<file path="src/rtl/grayscale_frame_ctrl_pkg.sv">
// Shared definitions for the grayscale frame sequencer: FSM states and default frame geometry.
package grayscale_pkg;

  typedef enum logic [1:0] {
    IDLE,
    RUN,
    DRAIN,
    DONE
  } state_e;

  localparam int unsigned IMG_WIDTH_DEF  = 720;
  localparam int unsigned IMG_HEIGHT_DEF = 540;
  localparam int unsigned DP_LATENCY_DEF = 3;
  localparam int unsigned CNT_WIDTH_DEF  = 20;

endpackage

</file>
<file path="src/rtl/grayscale_frame_ctrl_valid_pipe.sv">
// Enabled valid shift register tracking occupancy of a fixed-latency datapath; dout is the head slot.
module valid_pipe #(
  parameter int unsigned DEPTH = 3
) (
  input  logic clock,
  input  logic reset,
  input  logic en,
  input  logic din,
  output logic dout
);

  logic [DEPTH-1:0] vld_q, vld_d;

  always_comb begin
    vld_d = vld_q;
    if (en) begin
      vld_d[0] = din;
      for (int unsigned i = 1; i < DEPTH; i++) begin
        vld_d[i] = vld_q[i-1];
      end
    end
  end

  always_ff @(posedge clock or negedge reset) begin
    if (!reset) begin
      vld_q <= '0;
    end else begin
      vld_q <= vld_d;
    end
  end

  assign dout = vld_q[DEPTH-1];

endmodule

</file>
<file path="src/rtl/grayscale_frame_ctrl.sv">
// Frame sequencer between input FIFO, conversion datapath and output FIFO.
// Optional stall/starve statistics outputs when GRAYSCALE_CTRL_STATS_EN is defined.
module grayscale_frame_ctrl
  import grayscale_pkg::*;
#(
  parameter int unsigned IMG_WIDTH  = IMG_WIDTH_DEF,
  parameter int unsigned IMG_HEIGHT = IMG_HEIGHT_DEF,
  parameter int unsigned DP_LATENCY = DP_LATENCY_DEF,
  parameter int unsigned CNT_WIDTH  = CNT_WIDTH_DEF
) (
  input  logic                 clock,
  input  logic                 reset,
  input  logic                 start,
  output logic                 busy,
  output logic                 frame_done,
  input  logic                 fifo_in_empty,
  output logic                 fifo_in_rd_en,
  input  logic                 fifo_out_full,
  output logic                 fifo_out_wr_en,
  output logic                 dp_en,
  output logic                 dp_load,
  output logic [CNT_WIDTH-1:0] col,
  output logic [CNT_WIDTH-1:0] row
`ifdef GRAYSCALE_CTRL_STATS_EN
  ,
  output logic [CNT_WIDTH-1:0] stall_cycles,
  output logic [CNT_WIDTH-1:0] starve_cycles
`endif
);

  localparam logic [CNT_WIDTH-1:0] COL_LAST = CNT_WIDTH'(IMG_WIDTH - 1);
  localparam logic [CNT_WIDTH-1:0] ROW_LAST = CNT_WIDTH'(IMG_HEIGHT - 1);
  localparam logic [CNT_WIDTH-1:0] PIX_LAST = CNT_WIDTH'(IMG_WIDTH * IMG_HEIGHT - 1);

  state_e               state_q, state_d;
  logic [CNT_WIDTH-1:0] col_q, col_d, row_q, row_d, wr_cnt_q, wr_cnt_d;
  logic                 busy_q, busy_d, done_q, done_d;
  logic                 head, en, rd, wr, start_acc, last_rd, last_wr;

  // Only a valid head blocked by a full output FIFO freezes the pipe; bubbles keep flowing.
  assign en        = ~(head & fifo_out_full);
  assign rd        = (state_q == RUN) & ~fifo_in_empty & en;
  assign wr        = head & ~fifo_out_full;
  assign start_acc = (state_q == IDLE) & start;
  assign last_rd   = rd & (col_q == COL_LAST) & (row_q == ROW_LAST);
  assign last_wr   = wr & (wr_cnt_q == PIX_LAST);

  valid_pipe #(
    .DEPTH(DP_LATENCY)
  ) u_valid_pipe (
    .clock(clock),
    .reset(reset),
    .en   (en),
    .din  (rd),
    .dout (head)
  );

  always_comb begin
    state_d  = state_q;
    col_d    = col_q;
    row_d    = row_q;
    wr_cnt_d = wr_cnt_q;
    if (rd) begin
      if (col_q == COL_LAST) begin
        col_d = '0;
        row_d = row_q + 1'b1;
      end else begin
        col_d = col_q + 1'b1;
      end
    end
    if (wr) begin
      wr_cnt_d = wr_cnt_q + 1'b1;
    end
    case (state_q)
      IDLE: begin
        if (start) begin
          state_d  = RUN;
          col_d    = '0;
          row_d    = '0;
          wr_cnt_d = '0;
        end
      end
      RUN:     if (last_rd) state_d = DRAIN;
      DRAIN:   if (last_wr) state_d = DONE;
      DONE:    state_d = IDLE;
      default: state_d = IDLE;
    endcase
    busy_d = (state_d == RUN) || (state_d == DRAIN);
    done_d = (state_d == DONE);
  end

  always_ff @(posedge clock or negedge reset) begin
    if (!reset) begin
      state_q  <= IDLE;
      col_q    <= '0;
      row_q    <= '0;
      wr_cnt_q <= '0;
      busy_q   <= 1'b0;
      done_q   <= 1'b0;
    end else begin
      state_q  <= state_d;
      col_q    <= col_d;
      row_q    <= row_d;
      wr_cnt_q <= wr_cnt_d;
      busy_q   <= busy_d;
      done_q   <= done_d;
    end
  end

  assign busy           = busy_q;
  assign frame_done     = done_q;
  assign fifo_in_rd_en  = rd;
  assign dp_load        = rd;
  assign fifo_out_wr_en = wr;
  assign dp_en          = en;
  assign col            = col_q;
  assign row            = row_q;

`ifdef GRAYSCALE_CTRL_STATS_EN
  logic [CNT_WIDTH-1:0] stall_q, stall_d, starve_q, starve_d;

  always_comb begin
    stall_d  = stall_q;
    starve_d = starve_q;
    if (start_acc) begin
      stall_d  = '0;
      starve_d = '0;
    end else begin
      if (busy_q && !en && (stall_q != '1)) begin
        stall_d = stall_q + 1'b1;
      end
      if ((state_q == RUN) && fifo_in_empty && en && (starve_q != '1)) begin
        starve_d = starve_q + 1'b1;
      end
    end
  end

  always_ff @(posedge clock or negedge reset) begin
    if (!reset) begin
      stall_q  <= '0;
      starve_q <= '0;
    end else begin
      stall_q  <= stall_d;
      starve_q <= starve_d;
    end
  end

  assign stall_cycles  = stall_q;
  assign starve_cycles = starve_q;
`endif

endmodule

</file>
<file path="config.mk">
export PLATFORM = sky130hd
export DESIGN_NAME = grayscale_frame_ctrl
export DESIGN_NICKNAME = d
export VERILOG_FILES = /design/src/rtl/grayscale_frame_ctrl_pkg.sv /design/src/rtl/grayscale_frame_ctrl_valid_pipe.sv /design/src/rtl/grayscale_frame_ctrl.sv
export SDC_FILE = /design/constraint.sdc
export NUM_CORES = 1
export LEC_CHECK = 0
export ABC_AREA = 1
export ABC_CLOCK_PERIOD_IN_PS = 1900
export BUFFER_PORTS_ARGS = -buffer_cell sky130_fd_sc_hd__buf_2
export CAP_MARGIN = 20
export CORE_MARGIN = 1.5
export CORE_UTILIZATION = 41
export DETAILED_ROUTE_END_ITERATION = 10
export GPL_ROUTABILITY_DRIVEN = 0
export GPL_TIMING_DRIVEN = 0
export HOLD_SLACK_MARGIN = 0.03
export SLEW_MARGIN = 20
export SYNTH_ARGS = -nofsm -noshare
export SYNTH_HDL_FRONTEND = slang
export SYNTH_SLANG_ARGS = --single-unit
</file>
<file path="constraint.sdc">
create_clock -name clock -period 1.9 [get_ports clock]
set_input_delay 0.19 -clock clock [delete_from_list [all_inputs] [get_ports clock]]
set_output_delay 0.19 -clock clock [all_outputs]
set_load 0.01 [all_outputs]
</file>
# ---- After elaboration in Yosys (flattened, before gate mapping)
# Cells that the tools add are included.
dict set report classes {
  mux 15
  bitwise 10
  reduce_logical 2
  eq_ne 9
  addsub 3
}
# op count
set ops {}
lappend ops {{$mux W20} 11}
lappend ops {{$add A20 B1 Y20 const B} 3}
lappend ops {{$eq A20 B10 Y1 const B} 2}
lappend ops {{$eq A20 B19 Y1 const B} 1}
lappend ops {{$eq A2 B2 Y1 const B} 4}
lappend ops {{$pmux W2 S4} 1}
lappend ops {{$and A1 B1 Y1} 7}
lappend ops {{$mux W2} 3}
lappend ops {{$eq A2 B1 Y1 const B} 2}
lappend ops {{$not A1 Y1} 3}
lappend ops {{$logic_not A2 Y1} 1}
lappend ops {{$logic_or A1 B1 Y1} 1}
dict set report word_totals {
  elab_cells 46
  register_bits 67
  out_inout_bits 46
}

# ---- Logic depth before layout (Yosys ltp)
dict set report depth {
  word_depth 9
  ltp_mapped 11
  mapped_depth_nobuf 11
}

# ---- Modules after synthesis
# Synthesis repeated with hierarchy kept, for this count alone.
dict set report hier_totals {
  cells_unflattened 519
  hier_area_um2 3722.3
}
# module instances seq_area_each_um2 cells_per_inst area_each_um2
set by_module_without_submodules {}
lappend by_module_without_submodules {grayscale_frame_ctrl 1 1601.5 506 3609.7}
lappend by_module_without_submodules {valid_pipe 1 75.1 13 112.6}

# ---- Worst setup path after synthesis
# OpenSTA, ideal clock, no wires.
dict set report synth_timing {
  path_type {reg-to-reg}
  from {register col_q[0] (netlist: col[0])}
  to {register busy_q (netlist: busy)}
  stages_incl_launch_ff 10
  synth_period_minus_slack_ns 1.829
  slack_ns 0.071
  setup_ns 0.126
  required_time_ns 1.774
  t_arrival_ns 1.703
  path_cell_list {dfrtp_1 > ha_1 > nand3_1 > inv_1 > nand4_2 > nor2_8 > nand2_1 > nand2_1 > a21oi_1 > ha_1}
}
dict set report synth_via {
  elab_chain_cells 7
  word_cells_on_any_way 8
  classes_between {eq/ne (3); mux (2); bitwise (2); reduce/logical (1)}
}
# item line
set synth_rtl {}
lappend synth_rtl {{start: declaration} grayscale_frame_ctrl.sv:36} ;# logic [CNT_WIDTH-1:0] col_q, col_d, row_q, row_d, wr_cnt_q, wr_cnt_d;
lappend synth_rtl {{start signal: assignment} grayscale_frame_ctrl.sv:102} ;# col_q <= col_d;
lappend synth_rtl {{$eq A20 B10 Y1 (*)} grayscale_frame_ctrl.sv:45} ;# assign last_rd = rd & (col_q == COL_LAST) & (row_q == ROW_LAST);
lappend synth_rtl {{$and A1 B1 Y1 (*) (2 in a row)} grayscale_frame_ctrl.sv:45}
lappend synth_rtl {{$mux W2 (*)} grayscale_frame_ctrl.sv:83} ;# RUN: if (last_rd) state_d = DRAIN;
lappend synth_rtl {{$pmux W2 S4 (*)} grayscale_frame_ctrl.sv:74} ;# case (state_q)
lappend synth_rtl {{$eq A2 B1 Y1 or $eq A2 B2 Y1 (tied branches)} grayscale_frame_ctrl.sv:88} ;# busy_d = (state_d == RUN) || (state_d == DRAIN);
lappend synth_rtl {{$logic_or A1 B1 Y1 (*)} grayscale_frame_ctrl.sv:88}
lappend synth_rtl {{via busy_d} grayscale_frame_ctrl.sv:37} ;# logic busy_q, busy_d, done_q, done_d;
lappend synth_rtl {{end signal: assignment} grayscale_frame_ctrl.sv:105} ;# busy_q <= busy_d;
lappend synth_rtl {{end: declaration} grayscale_frame_ctrl.sv:37}
# Mark *: on every way through the listed nets, which the timed path passes. The rest lies on a longest branch.
# A chain may end at the register's enable or synchronous reset.

# ---- Worst setup path in the final report
# Ends and elaborated chain as after synthesis.

==> out/metrics.yaml <==
status: "finished clean"
clkSinkCount: 67
leakage_nw: 2.550
drive_above_1_share: 0.2102
layout_setup_ws_ns: 0.1061
clk_latency_ns: 0.35
mostFrequentLayoutCells: "nand2_1 (118), nor2_1 (86), inv_1 (72)"
cp_data_arrival_time_ns: 2.02
ys_async_sr_fraction: 1.000
dpl.hpwl_mm: 7.062
p_per_area_nw_per_um2: 665.5
routedWlPerCell_um: 13.18
syn_nets: 540
cpPeakStageDelay_ns: 0.45
post-route-min-period_ns: 1.794
ys_warn_count: 0
final_common_cell: "nand2_1"
detail_route.first_pass.iterations: 4
worst_clock_skew_ns: 0.01092
critPathTopFamily: "simple AND/OR/NAND/NOR gates"
grt_usage: 0.2044
synth-main-ff-cell: "dfrtp_1"
antenna_left: 0
synth_area_leader_cell: "dfrtp_1"
grt_max_degree: 49
gr-total-overflow: 0
num_antenna_cells: 0
tightest_slew_ns: 0.4750
ir_worst_vdd_uv: 375.6
dpl-instance-area_um2: 4349
endpoint_kind: "flop"
synth_seq_cells: 67
syn_avg_cell_area_um2: 7.359
grt_pass1_vias: 3528
die_area_um2: 10130
io_buffers: 50
synthDistinctLibCells: 38
finalCritPeriodShare: 0.9441
pin_count: 51
synth_edf_count: 0
start_util: 0.4229
synth_cells: 531
cts_buffer_depth: 2
fin_nets: 613
yosys-top-cells-area: "dfrtp_1 (43%), nand2_1 (11%), nor2_1 (8.6%), inv_1 (7.0%), nand3_1 (4.9%)"
routed_wirelength_mm: 9.727
slowest_stage: "dfrtp_2"
drtIter0Drc: 154
antenna_found_initial: 0
h-tree-depth: 3
crit_buf_inv: 1
finalMaxSlewViolations: 0
synthesis.area_um2: 3907
cts-buffers-inserted: 9
final_hold_viol_count: 0
drt-vias-per-instance: 4.985
dp_cells: 711
hold_path.class: "in2reg"
netlist.area_leader.share: 0.4291
clockRootBuffer: "clkbuf_8"
cp-start-kind: "flop"
area_growth_pct: 22.13
yosysSeqAreaShare: 0.4291
worstSetupPathType: "reg2reg"
dp_slack_ns: -0.1954
design_area_um2: 4772
vias: 3679
crit_chain: "ha_4, nand3_2, inv_2, nand4_4, nor2_8, nand2_1, nand2_1, a21oi_2, ha_1"
clkTransAtPathRegs_ns: 0.08
fp.dieW_um: 100.6
cts_tree: "done"
crit_required_ns: 2.13
cap_violations: 0
rows: 35
fmax_mhz: 557.5
cpMostUsedCell: "nand2_1"
final_cells: 738
finalSetupViolCount: 0
drc: 0
total_power_mw: 3.176
grt_pass1_wl_mm: 16.46
coreArea_um2: 9240
slew_headroom: 0.6809
dieHeight_um: 100.6
path_max_fanout: 6
## final cells by class
type | instances | area [um^2]
buffer | 9 | 60.06
sequential | 67 | 1679
fill | 916 | 4468
clock inverter | 6 | 136.4
inverter | 76 | 285.3
tap | 129 | 161.4
clock buffer | 10 | 137.6
multi-input combinational | 379 | 1947
timing repair buffer | 62 | 365.4
## through the flow
step	hold slack [ns]	setup TNS, ns	utilization
after floorplan	-0.1056	0	-
final	0.1666	0	0.5165
after detailed placement	0.1009	-0.3060	0.4707
after global placement	0.4429	-0.3624	0.4674
after global routing	0.1726	-0.01037	0.5165
after CTS	0.1626	0	0.5036
## cells in the mapped netlist (4+ instances only)
master	instances
a21oi_1	27
buf_2	4
dfrtp_1	67
ha_1	4
inv_1	73
nand2_1	118
nand2_2	5
nand3_1	38
nand4_1	14
nor2_1	90
nor2_4	7
nor3_1	20
nor3_2	5
o21ai_0	18
xor2_1	6
## worst register-to-register path: cells and delay by family (launching register included)
kind,cells,cell delay (ns)
and+or+nand+nor,5,0.60
adders and majority gates,2,0.47
buffers and inverters,1,0.12
DFF,1,0.45
AOI/OAI and AO/OA,1,0.06
## logic make-up after synthesis
group / count (synthesis) / synth area share
AND/OR/NAND/NOR: 317 / 0.3865
buffers and inverters: 85 / 0.08677
flip-flops: 67 / 0.4291
AO/OA/AOI/OAI: 52 / 0.07141
XOR/XNOR: 6 / 0.01345
adder cells (fa/ha/maj): 4 / 0.01281
## sequential cells by signal, indices dropped and copies added, names as in the netlist
register            flops
state_q                 2
row                    20
busy                    1
u_valid_pipe.vld_q      3
wr_cnt_q               20
frame_done              1
col                    20
## final timing paths
path / from / endpoint / slack (ns) / cells after the start
hold / removal: fifo_out_full / wr_cnt_q[2]$_DFF_PN0_ / 0.17 / 4
setup reg to reg: col[0]$_DFF_PN0_ / busy$_DFF_PN0_ / 0.11 / 9
setup / recovery: col[0]$_DFF_PN0_ / busy$_DFF_PN0_ / 0.11 / 9
hold reg to reg: u_valid_pipe.vld_q[1]$_DFFE_PN0N_ / u_valid_pipe.vld_q[2]$_DFFE_PN0N_ / 0.46 / 2
min in group asynchronous: reset / col[9]$_DFF_PN0_ / 0.26 / 2
max in group asynchronous: reset / wr_cnt_q[14]$_DFF_PN0_ / 1.10 / 3
## where the power goes
| group | switching [mW] | internal [mW] | total (mW) |
|---|---|---|---|
| combinational | 0.0542 | 0.0256 | 0.0798 |
| sequential | 0.0153 | 1.44 | 1.46 |
| clock | 0.597 | 1.04 | 1.64 |
## what timing repair did
action,CTS,global route
gates resized for setup,4,13
buffers inserted,1,9
hold buffers,1,0
pin swaps,1,2
hold endpoints to repair,19,0
endpoints found under the setup margin,9,30
## routing by layer
layer | track usage | wire, um | up-vias
li1 | - | - | 1849
met1 | 0.2721 | 4466 | 1733
met2 | 0.3436 | 4715 | 87
met3 | 0.02913 | 439 | 10
met4 | 0.06501 | 105 | 0
met5 | 0 | 0 | -
Note: power is estimated with default switching activity, not from simulation.
